[src/rtl/regfile_pkg.sv]
// Shared constants and enumerations for the register-file sequencer.
// Holds the word/address widths, opcode and FSM state encodings, and the IR field positions.
package regfile_pkg;

  localparam int RF_WIDTH = 10;
  localparam int RF_AW    = 2;

  // Only the low byte of an instruction is decoded; bits [9:8] are reserved.
  localparam int IR_W   = 8;
  localparam int OP_LSB = 0;
  localparam int OP_MSB = 3;
  localparam int RX_LSB = 4;
  localparam int RX_MSB = 5;
  localparam int RY_LSB = 6;
  localparam int RY_MSB = 7;

  typedef enum logic [3:0] {
    OP_LOAD = 4'd0,
    OP_MOV  = 4'd1,
    OP_ADD  = 4'd2,
    OP_SUB  = 4'd3,
    OP_AND  = 4'd4,
    OP_OR   = 4'd5,
    OP_XOR  = 4'd6,
    OP_NOT  = 4'd7,
    OP_OUT  = 4'd8
  } opcode_e;

  typedef enum logic [2:0] {
    ST_IDLE = 3'd0,
    ST_IMM  = 3'd1,
    ST_READ = 3'd2,
    ST_EXEC = 3'd3,
    ST_WB   = 3'd4,
    ST_OUTP = 3'd5
  } state_e;

endpackage

[src/rtl/regfile_seq_alu.sv]
// Combinational ALU for the sequencer: opcode plus operands A and B give the result and carry.
// Carry is the carry-out for ADD and the unsigned borrow for SUB; every other opcode returns zero.
module regfile_seq_alu
  import regfile_pkg::*;
#(
  parameter int WIDTH = RF_WIDTH
) (
  input  logic [3:0]       op_i,
  input  logic [WIDTH-1:0] a_i,
  input  logic [WIDTH-1:0] b_i,
  output logic [WIDTH-1:0] result_o,
  output logic             carry_o
);

  logic [WIDTH:0] sum_s;
  logic [WIDTH:0] diff_s;

  assign sum_s  = {1'b0, a_i} + {1'b0, b_i};
  assign diff_s = {1'b0, a_i} - {1'b0, b_i};

  // Operation select; the extra MSB of diff_s is set exactly when a_i < b_i.
  always_comb begin
    result_o = {WIDTH{1'b0}};
    carry_o  = 1'b0;
    case (op_i)
      OP_MOV: result_o = b_i;
      OP_ADD: begin
        result_o = sum_s[WIDTH-1:0];
        carry_o  = sum_s[WIDTH];
      end
      OP_SUB: begin
        result_o = diff_s[WIDTH-1:0];
        carry_o  = diff_s[WIDTH];
      end
      OP_AND:  result_o = a_i & b_i;
      OP_OR:   result_o = a_i | b_i;
      OP_XOR:  result_o = a_i ^ b_i;
      OP_NOT:  result_o = ~b_i;
      default: result_o = {WIDTH{1'b0}};
    endcase
  end

endmodule

[src/rtl/regfile_sequencer.sv]
// Instruction sequencer driving a 4-entry register file: decodes one word, reads Rx/Ry,
// executes, writes back, or emits Rx on RESULT. All outputs decode from registered state.
module regfile_sequencer
  import regfile_pkg::*;
#(
  parameter int WIDTH = RF_WIDTH,
  parameter int AW    = RF_AW
) (
  input  logic             CLKb,
  input  logic             RSTb,
  input  logic             IN_VALID,
  output logic             IN_READY,
  input  logic [WIDTH-1:0] DIN,
  output logic [WIDTH-1:0] RF_D,
  output logic             RF_ENW,
  output logic [AW-1:0]    RF_WRA,
  output logic             RF_ENR0,
  output logic             RF_ENR1,
  output logic [AW-1:0]    RF_RDA0,
  output logic [AW-1:0]    RF_RDA1,
  input  logic [WIDTH-1:0] RF_Q0,
  input  logic [WIDTH-1:0] RF_Q1,
  output logic [WIDTH-1:0] RESULT,
  output logic             RES_VALID,
  output logic             DONE,
  output logic             ILLEGAL,
  output logic             FLAG_Z,
  output logic             FLAG_C
);

  state_e            state_q, state_d;
  logic [IR_W-1:0]   ir_q, ir_d;
  logic [WIDTH-1:0]  a_q, a_d;
  logic [WIDTH-1:0]  b_q, b_d;
  logic [WIDTH-1:0]  res_q, res_d;
  logic              flag_z_q, flag_z_d;
  logic              flag_c_q, flag_c_d;

  logic [3:0]        op_s;
  logic [AW-1:0]     rx_s;
  logic [AW-1:0]     ry_s;
  logic              illegal_s;
  logic [WIDTH-1:0]  alu_res_s;
  logic              alu_carry_s;

  assign op_s      = ir_q[OP_MSB:OP_LSB];
  assign rx_s      = ir_q[RX_MSB:RX_LSB];
  assign ry_s      = ir_q[RY_MSB:RY_LSB];
  assign illegal_s = (op_s > 4'd8);

  regfile_seq_alu #(
    .WIDTH (WIDTH)
  ) u_alu (
    .op_i     (op_s),
    .a_i      (a_q),
    .b_i      (b_q),
    .result_o (alu_res_s),
    .carry_o  (alu_carry_s)
  );

  // State, operand, result and flag registers; reset abandons any in-flight instruction.
  always_ff @(posedge CLKb or negedge RSTb) begin
    if (!RSTb) begin
      state_q  <= ST_IDLE;
      ir_q     <= {IR_W{1'b0}};
      a_q      <= {WIDTH{1'b0}};
      b_q      <= {WIDTH{1'b0}};
      res_q    <= {WIDTH{1'b0}};
      flag_z_q <= 1'b0;
      flag_c_q <= 1'b0;
    end else begin
      state_q  <= state_d;
      ir_q     <= ir_d;
      a_q      <= a_d;
      b_q      <= b_d;
      res_q    <= res_d;
      flag_z_q <= flag_z_d;
      flag_c_q <= flag_c_d;
    end
  end

  // Next-state and datapath register updates.
  always_comb begin
    state_d  = state_q;
    ir_d     = ir_q;
    a_d      = a_q;
    b_d      = b_q;
    res_d    = res_q;
    flag_z_d = flag_z_q;
    flag_c_d = flag_c_q;
    case (state_q)
      ST_IDLE: begin
        if (IN_VALID) begin
          ir_d = DIN[IR_W-1:0];
          if (DIN[OP_MSB:OP_LSB] == OP_LOAD) begin
            state_d = ST_IMM;
          end else begin
            state_d = ST_READ;
          end
        end else begin
          state_d = ST_IDLE;
        end
      end
      ST_IMM: begin
        if (IN_VALID) begin
          res_d   = DIN;
          state_d = ST_WB;
        end else begin
          state_d = ST_IMM;
        end
      end
      ST_READ: begin
        a_d = RF_Q0;
        b_d = RF_Q1;
        if (illegal_s) begin
          state_d = ST_IDLE;
        end else if (op_s == OP_OUT) begin
          state_d = ST_OUTP;
        end else begin
          state_d = ST_EXEC;
        end
      end
      ST_EXEC: begin
        res_d   = alu_res_s;
        state_d = ST_WB;
        // MOV is the only opcode reaching EXEC that must leave the flags alone.
        if (op_s != OP_MOV) begin
          flag_z_d = (alu_res_s == {WIDTH{1'b0}});
          flag_c_d = alu_carry_s;
        end else begin
          flag_z_d = flag_z_q;
          flag_c_d = flag_c_q;
        end
      end
      ST_WB:   state_d = ST_IDLE;
      ST_OUTP: state_d = ST_IDLE;
      default: state_d = ST_IDLE;
    endcase
  end

  // Output decode; every data/address output is zero unless its enable is high.
  always_comb begin
    IN_READY  = 1'b0;
    RF_D      = {WIDTH{1'b0}};
    RF_ENW    = 1'b0;
    RF_WRA    = {AW{1'b0}};
    RF_ENR0   = 1'b0;
    RF_ENR1   = 1'b0;
    RF_RDA0   = {AW{1'b0}};
    RF_RDA1   = {AW{1'b0}};
    RESULT    = {WIDTH{1'b0}};
    RES_VALID = 1'b0;
    DONE      = 1'b0;
    ILLEGAL   = 1'b0;
    FLAG_Z    = flag_z_q;
    FLAG_C    = flag_c_q;
    case (state_q)
      ST_IDLE: IN_READY = 1'b1;
      ST_IMM:  IN_READY = 1'b1;
      ST_READ: begin
        RF_ENR0 = 1'b1;
        RF_ENR1 = 1'b1;
        RF_RDA0 = rx_s;
        RF_RDA1 = ry_s;
        ILLEGAL = illegal_s;
      end
      ST_EXEC: IN_READY = 1'b0;
      ST_WB: begin
        RF_ENW = 1'b1;
        RF_WRA = rx_s;
        RF_D   = res_q;
        DONE   = 1'b1;
      end
      ST_OUTP: begin
        RESULT    = a_q;
        RES_VALID = 1'b1;
        DONE      = 1'b1;
      end
      default: IN_READY = 1'b0;
    endcase
  end

endmodule

[config.mk]
export PLATFORM = sky130hd
export DESIGN_NAME = regfile_sequencer
export DESIGN_NICKNAME = d
export VERILOG_FILES = /design/src/rtl/regfile_pkg.sv /design/src/rtl/regfile_seq_alu.sv /design/src/rtl/regfile_sequencer.sv
export SDC_FILE = /design/constraint.sdc
export NUM_CORES = 1
export LEC_CHECK = 0
export CELL_PAD_IN_SITES_DETAIL_PLACEMENT = 2
export CELL_PAD_IN_SITES_GLOBAL_PLACEMENT = 2
export CORE_AREA = 2 2 117 119
export CTS_CLUSTER_SIZE = 20
export DETAILED_ROUTE_END_ITERATION = 16
export DIE_AREA = 0 0 119 121
export PLACE_DENSITY_LB_ADDON = 0.12
export SLEW_MARGIN = 30
export SYNTH_ARGS = -nofsm -noshare
export SYNTH_HDL_FRONTEND = slang
export SYNTH_SLANG_ARGS = --single-unit
[constraint.sdc]
create_clock -name CLKb -period 2.1 [get_ports CLKb]
set_input_delay 0.21 -clock CLKb [delete_from_list [all_inputs] [get_ports CLKb]]
set_output_delay 0.21 -clock CLKb [all_outputs]
set_load 0.01 [all_outputs]
==> qor.csv <==
metric;value;unit
path_class;register to register;
leakage;3.02;nW
crit-reg2reg-launch;b_q[0];
setup_slack;-425;ps
routedWlPerCell;21.2;um
firstDrtPassIters;4;
combPwrFrac;79.0;%
grt_pass1_vias;4620;
syn_inst;442;
grt_pass1_wl;26300;um
final_area;6220;um2
final.min_clock_period;2520;ps
cp_max_fo;3;
final_nets;690;
met3_usage;3.24;%
clockPowerShare;8.7;%
drive_gt1_share;37.3;%
switching_share;45.4;%
clkTransAtPathRegs;70;ps
final_cells;801;
syn_nets;508;
clock-sinks;43;
power_switching;5.61;mW
maxCapViolations;0;
clockBufferDepth;2;
clk_latency;310;ps
worst_pin_slew;590;ps
port-buffer-count;67;
dieWidth;119;um
hold_violations;0;
vias;4107;
endpoint;FLAG_Z;
p_total;12.3;mW
async_reset_ff_share;100;%
min_path_type;primary input to asynchronous set/reset pin;
postLayoutCoreUtil;47.5;%
dp_cells;774;
die_area;14400;um2
area_growth;65.8;%
detail-route-antenna-nets;0;
synth_area_per_cell;8.49;um2
synth_edf_count;0;
fill_cells;1403;
synthesis.area;3750;um2
place_congestion;0.884;
power_density;1980;nW/um2
fmax;396;MHz
numCtsBuffers;5;
cp.arrival;2770;ps
violations;setup timing;
seqCellArea;1080;um2
r2r-end;FLAG_Z;
mostFrequentLayoutCell;buf_4;
holdWs;433;ps
synth.distinct_cells;67;
core;13100;um2
track_usage;23.9;%
start_util;28.7;%
diodes;0;
pin_count;68;
power.share.sequential;12.3;%
grt_busiest_layer;met2;
clock-skew-final;7.96;ps
start_kind;register;
hpwl;12700;um
p_int;6.73;mW
status;complete, but fails checks;
cp.required;2340;ps
maxSlewViolCount;0;
dpl_cell_area;5430;um2
drc;0;
synth_seq_area_share;28.7;%
slew_headroom;60.5;%
startpoint;b_q[0];
wirelength;17000;um
worstSetupEndpointType;register;
multi_input_area;2810;um2
met1_usage;29.4;%
rsz0062_at_grt;true;
reg2reg_depth;9;
first_iter_violations;157;
rows;42;
finalSetupViolCount;10;
synth_seq_cells;43;
fp.dieH;121;um
met2_usage;44.1;%
irDropWorstVdd;661;uV
r2r_slack;-420;ps
grt_overflow_total;0;
finalCritPeriodShare;120;%
cts_htree_levels;2;
cts_tree;yes;
dp_slack;-476;ps
antenna_found_initial;1;
finalSetupTns;-2120;ps
layout_common_cells;buf_4, clkdlybuf4s50_1, dfrtp_1;
synth_warnings;0;
synth-main-ff-cell;dfrtp_1;
grt_max_degree;31;
cts-root-buf;clkbuf_16;
viasPerCell;5.13;
critical path, stage by stage (launching register included):
cell	delay, ps
dfrtp_1	410
ha_2	220
fa_2	370
a21o_1	220
a21o_1	200
a221o_1	290
a21o_1	200
nor4_1	180
and4_1	220
a32o_1	150
layer usage:
layer	wire length, um	share of wire, %	vias up
met5	0	0	-
met4	295	1.7	0
met3	508	3.0	19
met2	8800	52	83
met1	7410	44	2058
li1	-	-	1947
cells by family (layout without fill, tap and decap cells):
logic type,count (synthesis),in the layout,share of synthesized area [%]
AOI/OAI and AO/OA,130,130,24.0
and+or+nand+nor,144,144,20.9
buffers and inverters,64,247,7.27
xor gates and xnor gates,2,2,0.467
DFF,43,43,28.7
muxes,26,26,7.24
adders and majority gates,33,33,11.4
power by group through the flow:
stage	clock [mW]	combinational, mW	sequential [mW]
detailed placement	0	7.96	1.53
finish	1.08	9.75	1.52
global route	1.13	10.6	1.58
CTS	1.10	8.92	1.51
floorplan	0	4.04	1.48
global placement	0	7.74	1.49
repair_timing:
item                       in CTS  in global routing
pin swaps                      17                 24
hold endpoints to repair       19                  0
buffers inserted                9                 12
cloned                          1                  0
gates resized for setup        53                 58
setup endpoints to repair      31                 37
hold buffers                    1                  0
cells in the mapped netlist (4+ instances only):
cell      instances  area, um2
a221o_1           4       40.0
a211oi_1          6       45.0
nand2_1          38        143
mux2_2            9        101
a22oi_1           8       60.1
nor4_1            6       37.5
nor3_1           12       60.1
inv_1            32        120
nor2b_1           8       50.1
and2_1           18        113
mux2i_1          17        170
o21bai_1          4       30.0
and3_1           12       75.1
o211ai_1          4       30.0
nor3b_1           5       37.5
o22ai_1           7       43.8
o21ai_0          35        175
a21oi_1          16       80.1
nor2_1           17       63.8
a21o_1            7       52.6
buf_2            11       55.1
clkbuf_1         15       56.3
nand2b_1         10       62.6
dfrtp_1          43       1080
ha_1             31        388
layout make-up:
cell class | count | area share [%]
multi-input combinational | 335 | 45.2
timing repair buffer | 207 | 29.0
sequential | 43 | 17.3
tap | 176 | 3.54
clock buffer | 6 | 2.07
inverter | 32 | 1.93
clock inverter | 2 | 0.966
worst min path at each step:
stage / to / start / depth (start not counted) / slack (ps)
2_1_floorplan: FLAG_C / RSTb / 0 / -90
3_3_place_gp: state_q[0] / RSTb / 1 / 230
3_5_place_dp: state_q[0] / RSTb / 1 / 230
4_1_cts: state_q[0] / RSTb / 2 / 450
5_1_grt: b_q[8] / RF_Q1[8] / 3 / 470
6_report: state_q[0] / RSTb / 2 / 430
flip-flops by register name, summed over array words and instances (netlist names):
signal / count
state_q: 3
b_q: 10
FLAG_C: 1
FLAG_Z: 1
a_q: 10
res_q: 10
ir_q: 8
Note: power is estimated with default switching activity, not from simulation.
